## src/rtl/fir_coef_ctrl_if.sv

```systemverilog
// Host command and FIR-side bus of the FIR coefficient controller.
// The master side (host plus FIR) drives the command bytes, the boundary/idle status and the read address.
interface fir_coef_ctrl_if #(
    parameter int H_WIDTH    = 16,
    parameter int ADDR_WIDTH = 6
);
    logic [7:0]            cfg_data;
    logic                  cfg_valid;
    logic                  cfg_ready;
    logic                  fir_boundary;
    logic                  fir_idle;
    logic [ADDR_WIDTH-1:0] coef_raddr;
    logic [H_WIDTH-1:0]    coef_rdata;
    logic [ADDR_WIDTH:0]   num_taps;
    logic [4:0]            gain;
    logic                  commit_pending;
    logic                  swap_done;
    logic                  cmd_err;

    modport master (
        output cfg_data, cfg_valid, fir_boundary, fir_idle, coef_raddr,
        input  cfg_ready, coef_rdata, num_taps, gain, commit_pending, swap_done, cmd_err
    );

    modport slave (
        input  cfg_data, cfg_valid, fir_boundary, fir_idle, coef_raddr,
        output cfg_ready, coef_rdata, num_taps, gain, commit_pending, swap_done, cmd_err
    );
endinterface

```

## src/rtl/fir_coef_ctrl.sv

```systemverilog
// Parses host config bytes into a shadow coefficient bank and gain, and swaps them into the active set.
// The swap happens only at an FIR output boundary, or at any time while the FIR is idle.
//
// state   | meaning
// IDLE    | waiting for 0xA5 header; other bytes dropped
// CMD     | command byte expected
// LEN     | LOAD tap count expected
// COEF_LO | low byte of next coefficient expected
// COEF_HI | high byte expected; word written to shadow bank
// GAIN_B  | gain byte expected
module fir_coef_ctrl #(
    parameter int MAX_TAPS   = 64,
    parameter int H_WIDTH    = 16,
    parameter int ADDR_WIDTH = 6
) (
    input logic           clk,
    input logic           reset,
    fir_coef_ctrl_if.slave bus
);
    typedef enum logic [2:0] {IDLE, CMD, LEN, COEF_LO, COEF_HI, GAIN_B} state_t;

    localparam logic [7:0]            HDR       = 8'hA5;
    localparam logic [7:0]            OP_LOAD   = 8'h01;
    localparam logic [7:0]            OP_GAIN   = 8'h02;
    localparam logic [7:0]            OP_COMMIT = 8'h03;
    localparam logic [8:0]            MAX_LEN   = 9'(MAX_TAPS);
    localparam logic [ADDR_WIDTH:0]   LEN_ONE   = {{ADDR_WIDTH{1'b0}}, 1'b1};
    localparam logic [ADDR_WIDTH-1:0] IDX_ONE   = {{(ADDR_WIDTH-1){1'b0}}, 1'b1};

    state_t state, state_nxt;

    logic [H_WIDTH-1:0]    mem [2][MAX_TAPS];
    logic                  active_bank;
    logic [ADDR_WIDTH:0]   shadow_len;
    logic [ADDR_WIDTH-1:0] wr_idx;
    logic [7:0]            lo_byte;
    logic [4:0]            shadow_gain;
    logic                  load_complete;
    logic                  commit_pending;
    logic [ADDR_WIDTH:0]   num_taps;
    logic [4:0]            gain;
    logic [H_WIDTH-1:0]    coef_rdata;
    logic                  swap_done;
    logic                  cmd_err;

    logic accept, len_bad, wr_last, swap;
    logic lo_we, coef_we, len_seen, len_we, gain_we, commit_set, err, load_done;
    logic                  rd_bank;
    logic [ADDR_WIDTH:0]   rd_taps;

    assign bus.cfg_ready      = !commit_pending;
    assign bus.commit_pending = commit_pending;
    assign bus.num_taps       = num_taps;
    assign bus.gain           = gain;
    assign bus.coef_rdata     = coef_rdata;
    assign bus.swap_done      = swap_done;
    assign bus.cmd_err        = cmd_err;

    assign accept  = bus.cfg_valid && !commit_pending;
    assign len_bad = (bus.cfg_data == 8'h00) || ({1'b0, bus.cfg_data} > MAX_LEN);
    assign wr_last = ({1'b0, wr_idx} == (shadow_len - LEN_ONE));
    assign swap    = commit_pending && (bus.fir_boundary || bus.fir_idle);

    always_ff @(posedge clk or posedge reset) begin
        if (reset) state <= IDLE;
        else       state <= state_nxt;
    end

    always_comb begin
        state_nxt  = state;
        lo_we      = 1'b0;
        coef_we    = 1'b0;
        len_seen   = 1'b0;
        len_we     = 1'b0;
        gain_we    = 1'b0;
        commit_set = 1'b0;
        err        = 1'b0;
        load_done  = 1'b0;
        if (accept) begin
            case (state)
                IDLE: if (bus.cfg_data == HDR) state_nxt = CMD;
                CMD: begin
                    case (bus.cfg_data)
                        OP_LOAD:   state_nxt = LEN;
                        OP_GAIN:   state_nxt = GAIN_B;
                        OP_COMMIT: begin
                            commit_set = 1'b1;
                            state_nxt  = IDLE;
                        end
                        default: begin
                            err       = 1'b1;
                            state_nxt = IDLE;
                        end
                    endcase
                end
                LEN: begin
                    len_seen = 1'b1;
                    if (len_bad) begin
                        err       = 1'b1;
                        state_nxt = IDLE;
                    end else begin
                        len_we    = 1'b1;
                        state_nxt = COEF_LO;
                    end
                end
                COEF_LO: begin
                    lo_we     = 1'b1;
                    state_nxt = COEF_HI;
                end
                COEF_HI: begin
                    coef_we = 1'b1;
                    if (wr_last) begin
                        load_done = 1'b1;
                        state_nxt = IDLE;
                    end else begin
                        state_nxt = COEF_LO;
                    end
                end
                GAIN_B: begin
                    gain_we   = 1'b1;
                    state_nxt = IDLE;
                end
                default: state_nxt = IDLE;
            endcase
        end
    end

    // Swap and commit can never coincide: commits are only accepted while nothing is pending.
    always_ff @(posedge clk or posedge reset) begin
        if (reset) begin
            commit_pending <= 1'b0;
            load_complete  <= 1'b0;
            shadow_len     <= '0;
            wr_idx         <= '0;
            lo_byte        <= '0;
            shadow_gain    <= '0;
            active_bank    <= 1'b0;
            num_taps       <= '0;
            gain           <= '0;
            swap_done      <= 1'b0;
            cmd_err        <= 1'b0;
        end else begin
            swap_done <= swap;
            cmd_err   <= err;
            if (lo_we)    lo_byte <= bus.cfg_data;
            if (len_seen) load_complete <= 1'b0;
            if (len_we) begin
                shadow_len <= bus.cfg_data[ADDR_WIDTH:0];
                wr_idx     <= '0;
            end
            if (coef_we && !wr_last) wr_idx <= wr_idx + IDX_ONE;
            if (load_done)  load_complete <= 1'b1;
            if (gain_we)    shadow_gain <= bus.cfg_data[4:0];
            if (commit_set) commit_pending <= 1'b1;
            if (swap) begin
                gain           <= shadow_gain;
                commit_pending <= 1'b0;
                if (load_complete) begin
                    active_bank   <= !active_bank;
                    num_taps      <= shadow_len;
                    load_complete <= 1'b0;
                end
            end
        end
    end

    always_ff @(posedge clk) begin
        if (coef_we) mem[!active_bank][wr_idx] <= H_WIDTH'({bus.cfg_data, lo_byte});
    end

    // Read against the post-swap bank and tap count so the first read after a swap is already new.
    assign rd_bank = (swap && load_complete) ? !active_bank : active_bank;
    assign rd_taps = (swap && load_complete) ? shadow_len : num_taps;

    always_ff @(posedge clk or posedge reset) begin
        if (reset) coef_rdata <= '0;
        else if ({1'b0, bus.coef_raddr} < rd_taps) coef_rdata <= mem[rd_bank][bus.coef_raddr];
        else coef_rdata <= '0;
    end
endmodule

```

## src/flat_wrapper.sv

```systemverilog
// flat-port wrapper written by rule: the top's interface ports become plain ports
module fir_coef_ctrl_flat 
#(
    parameter int MAX_TAPS   = 64,
    parameter int H_WIDTH    = 16,
    parameter int ADDR_WIDTH = 6
)
  (clk, reset, bus_cfg_data, bus_cfg_valid, bus_fir_boundary, bus_fir_idle, bus_coef_raddr, bus_cfg_ready, bus_coef_rdata, bus_num_taps, bus_gain, bus_commit_pending, bus_swap_done, bus_cmd_err);
  fir_coef_ctrl_if #(.H_WIDTH(H_WIDTH), .ADDR_WIDTH(ADDR_WIDTH)) bus_i ();
  input logic clk;
  input logic reset;
  input wire logic [$bits(bus_i.cfg_data)-1:0] bus_cfg_data;
  input wire logic [$bits(bus_i.cfg_valid)-1:0] bus_cfg_valid;
  input wire logic [$bits(bus_i.fir_boundary)-1:0] bus_fir_boundary;
  input wire logic [$bits(bus_i.fir_idle)-1:0] bus_fir_idle;
  input wire logic [$bits(bus_i.coef_raddr)-1:0] bus_coef_raddr;
  output wire logic [$bits(bus_i.cfg_ready)-1:0] bus_cfg_ready;
  output wire logic [$bits(bus_i.coef_rdata)-1:0] bus_coef_rdata;
  output wire logic [$bits(bus_i.num_taps)-1:0] bus_num_taps;
  output wire logic [$bits(bus_i.gain)-1:0] bus_gain;
  output wire logic [$bits(bus_i.commit_pending)-1:0] bus_commit_pending;
  output wire logic [$bits(bus_i.swap_done)-1:0] bus_swap_done;
  output wire logic [$bits(bus_i.cmd_err)-1:0] bus_cmd_err;
  assign bus_i.cfg_data = bus_cfg_data;
  assign bus_i.cfg_valid = bus_cfg_valid;
  assign bus_i.fir_boundary = bus_fir_boundary;
  assign bus_i.fir_idle = bus_fir_idle;
  assign bus_i.coef_raddr = bus_coef_raddr;
  assign bus_cfg_ready = bus_i.cfg_ready;
  assign bus_coef_rdata = bus_i.coef_rdata;
  assign bus_num_taps = bus_i.num_taps;
  assign bus_gain = bus_i.gain;
  assign bus_commit_pending = bus_i.commit_pending;
  assign bus_swap_done = bus_i.swap_done;
  assign bus_cmd_err = bus_i.cmd_err;
  fir_coef_ctrl #(.MAX_TAPS(MAX_TAPS), .H_WIDTH(H_WIDTH), .ADDR_WIDTH(ADDR_WIDTH)) u_core (.clk(clk), .reset(reset), .bus(bus_i));
endmodule
```

## config.mk

```make
export PLATFORM = sky130hd
export DESIGN_NAME = fir_coef_ctrl_flat
export DESIGN_NICKNAME = d
export VERILOG_FILES = /design/src/rtl/fir_coef_ctrl_if.sv /design/src/rtl/fir_coef_ctrl.sv /design/src/flat_wrapper.sv
export SDC_FILE = /design/constraint.sdc
export NUM_CORES = 2
export LEC_CHECK = 0
export ABC_AREA = 1
export CORE_MARGIN = 4
export CORE_UTILIZATION = 43
export DETAILED_ROUTE_END_ITERATION = 10
export GPL_ROUTABILITY_DRIVEN = 0
export PLACE_DENSITY = 0.59
export SLEW_MARGIN = 25
export SYNTH_ARGS = -nofsm -noshare
export SYNTH_HDL_FRONTEND = slang
export SYNTH_SLANG_ARGS = --single-unit
```

## constraint.sdc

```tcl
create_clock -name clk -period 2.51 [get_ports clk]
set_clock_uncertainty 0.1 [all_clocks]
set_input_delay 0.6275 -clock clk [delete_from_list [all_inputs] [get_ports clk]]
set_output_delay 0.6275 -clock clk [all_outputs]
set_load 0.02 [all_outputs]
```

==> reports/metrics.yaml <==
yosys:
  yosysTopAreaCellShare_pct: 69.7
  synth_cell_types: 30
  synth-seq-cells: 2110
  yosysWarnings: 0
  netlist_instances: 7957
  avgSynthCellArea_um2: 11.1
  synth.net_count: 7983
  synth.top_cells.by_area: "edfxtp_1, nand3_1, nand2_1"
  ys_seq_area_share_pct: 71.5
  synth_top_area_cell: "edfxtp_1"
  synth_area_mm2: 0.0882
timing:
  period_share_pct: 113
  fin_crit_ps: 2830
  slew_viol_final: 0
  hold_viol: 0
  rsz0062_at_grt: "yes"
  setup_ws_ps: -318
  setup_violations: 1567
  worstMarginPinSlew_ps: 1010
  maxSlewHeadroom_pct: 32.4
  max_freq_mhz: 354
floorplanning:
  dieArea_mm2: 0.212
  ios: 51
  die_h_um: 461
  start_util_pct: 43.4
  rows: 165
  chipWidth_um: 461
  core_area_mm2: 0.203
placed_design:
  dpl_cell_area_mm2: 0.0982
  hpwl_um: 161000
  dpl_worst_slack_ps: -1310
  io_buffer_count: 50
setup_path:
  endpoint: "u_core.bus.coef_rdata[9]$_DFF_PP0_"
  worst_setup_path_end_kind: "flop"
  required_ps: 3180
  path_cells: "inv_4 -> nand4_4 -> nand2_8 -> buf_12 -> buf_16 -> buf_6 -> nand2_1 -> nand3_1 -> nand3_1 -> nand3_1 -> nand2_1 -> nand2_1 -> nand3_4 -> nand3_1 -> nand2_4 -> nor2_1"
  rr_startpoint: "u_core.active_bank$_DFFE_PP0P_"
  critPathArrivalTime_ps: 3500
  rr_worst_depth: 16
  cpPeakStageDelay_ps: 530
  crit_path_start_kind: "flop"
  crit_start: "u_core.active_bank$_DFFE_PP0P_"
  r2r_setup_slack_ps: -320
  critPathMaxFanout: 25
  crit_top_cell: "nand3_1"
  r2r-end: "u_core.bus.coef_rdata[9]$_DFF_PP0_"
  critPathSlowestCell: "dfrtp_4"
  crit_type: "flop to flop"
run_status:
  status: "finished, violations left"
  violations: "negative setup slack"
final_layout:
  multi_input_area_mm2: 0.0221
  final_common_cell: "nand2_1"
  stdcell_area_mm2: 0.109
  nFillCells: 17200
  syn_to_final_growth_pct: 23.4
  final_nets: 8450
  final_cell_mix: "nand2_1, edfxtp_1, nand3_1"
  ff_latch_area_mm2: 0.0631
  drive_gt1_share_pct: 16.7
global_routing:
  grt_overflow: 0
  grt_usage_pct: 25.0
  grt_max_degree: 131
  grt_pass1_wl_um: 394000
  grt_pass1_vias: 58700
  antenna_found_initial: 8
detailed_routing:
  drtAntennaViolNets: 0
  vias: 62700
  drc: 0
  drt_first_pass_iters: 5
  drtIter0Drc: 7578
  wl_per_cell_um: 24.4
  via_per_inst: 5.55
  routed_wl_um: 276000
clock_tree:
  numCtsBuffers: 214
  clkTransAtPathRegs_ps: 60
  clockBufferDepth: 3
  cts_tree: "built"
  root_buffer: "clkbuf_16"
  insertion_delay_ps: 870
  htree_num_levels: 4
  numClockSinks: 2110
power:
  power.leakage_nw: 42.0
  power_density_mw_per_mm2: 747
  vdd_drop_max_v: 0.000965
hold_path:
  hold_path_class: "input pin to flop"
job:
  drv_cap: 0
cells in the mapped netlist:
cell type / count
a21oi_1: 22
a41oi_1: 1
buf_1: 74
buf_2: 183
buf_4: 9
buf_6: 1
clkbuf_1: 201
clkinv_1: 1
dfrtp_1: 62
edfxtp_1: 2048
ha_1: 7
inv_1: 820
inv_2: 1
mux2_2: 1
nand2_1: 2209
nand2_2: 3
nand3_1: 1972
nand3_2: 1
nand4_1: 2
nand4_2: 2
nor2_1: 187
nor3_1: 13
nor4_1: 5
o211ai_1: 5
o21ai_0: 43
o22ai_1: 2
or2_0: 38
or2_2: 35
xnor2_1: 2
xor2_1: 7
worst min path at each step:
stage                                 startpoint                                 to  depth (start not counted)
2_1_floorplan  u_core.shadow_gain[0]$_DFFE_PP0P_  u_core.shadow_gain[0]$_DFFE_PP0P_                          2
3_3_place_gp      u_core.bus.gain[3]$_DFFE_PP0N_     u_core.bus.gain[3]$_DFFE_PP0N_                          2
3_5_place_dp      u_core.bus.gain[2]$_DFFE_PP0N_     u_core.bus.gain[2]$_DFFE_PP0N_                          2
4_1_cts                          bus_cfg_data[2]   u_core.shadow_len[2]$_DFFE_PP0P_                          3
5_1_grt                          bus_cfg_data[2]      u_core.lo_byte[2]$_DFFE_PP0P_                          3
6_report                         bus_cfg_data[1]      u_core.lo_byte[1]$_DFFE_PP0P_                          3
layer usage:
| metal | wire length (um) | GRT usage (%) | vias up |
|---|---|---|---|
| li1 | - | - | 28100 |
| met1 | 115000 | 35.8 | 31000 |
| met2 | 125000 | 38.4 | 3123 |
| met3 | 25100 | 4.54 | 496 |
| met4 | 11200 | 9.22 | 4 |
| met5 | 23 | 0 | - |
cell type report:
type,instances,area share (%)
repair buffers,719,9.32
inverters,822,2.86
flip-flops and latches,2110,58.0
clock inverters,119,1.09
well taps,2672,3.07
diodes,15,0.0345
clock buffers,279,5.32
multi-input cells,4557,20.3
repair_timing:
item	CTS	global route
hold buffers	1	0
setup endpoints to repair	1844	1837
pin swaps	17	34
hold endpoints to repair	12	0
cloned	16	25
resized for setup	329	206
setup buffers	29	31
sequential cells by signal (all words and copies together), names as in the netlist, 3 cells and up:
name,flops
u_core.mem,2048
u_core.bus.coef_rdata,16
u_core.lo_byte,8
u_core.bus.num_taps,7
u_core.shadow_len,7
u_core.wr_idx,6
u_core.bus.gain,5
u_core.shadow_gain,5
u_core.state,3
through the flow:
| step | power [mW] | instances | utilization [%] | hold slack, ps | TNS [ps] |
|---|---|---|---|---|---|
| final | 81.4 | 11300 | 53.6 | 64.6 | -121460 |
| after detailed placement | 49.7 | 10800 | 48.3 | 378 | -941830 |
| after global placement | 49.5 | 10800 | 48.3 | 374 | -859620 |
| after floorplan | 45.2 | 7957 | - | 401 | -126080 |
| after global routing | 83.7 | 11300 | 53.6 | 62.1 | -257260 |
| after CTS | 81.4 | 11200 | 52.7 | 2.23 | -10730 |
cells by family after synthesis:
| kind of cell | synth area share, % |
|---|---|
| and+or+nand+nor | 22.1 |
| xor gates and xnor gates | 0.0894 |
| muxes | 0.0128 |
| adders and majority gates | 0.0993 |
| AOI/OAI and AO/OA | 0.435 |
| buffers and inverters | 5.80 |
| DFF | 71.5 |
worst max-delay path, delay by kind of cell, from the launching register on:
kind,cells,cell delay (ps)
buffers and inverters,4,670
DFF,1,530
and+or+nand+nor,12,1410
report_power, final:
group | switching [mW] | internal, mW | total (mW)
sequential | 1.24 | 40.9 | 42.1
clock | 13.6 | 18.2 | 31.9
combinational | 5.41 | 1.99 | 7.40
total | 20.3 | 61.1 | 81.4
Note: power is estimated with default switching activity, not from simulation.
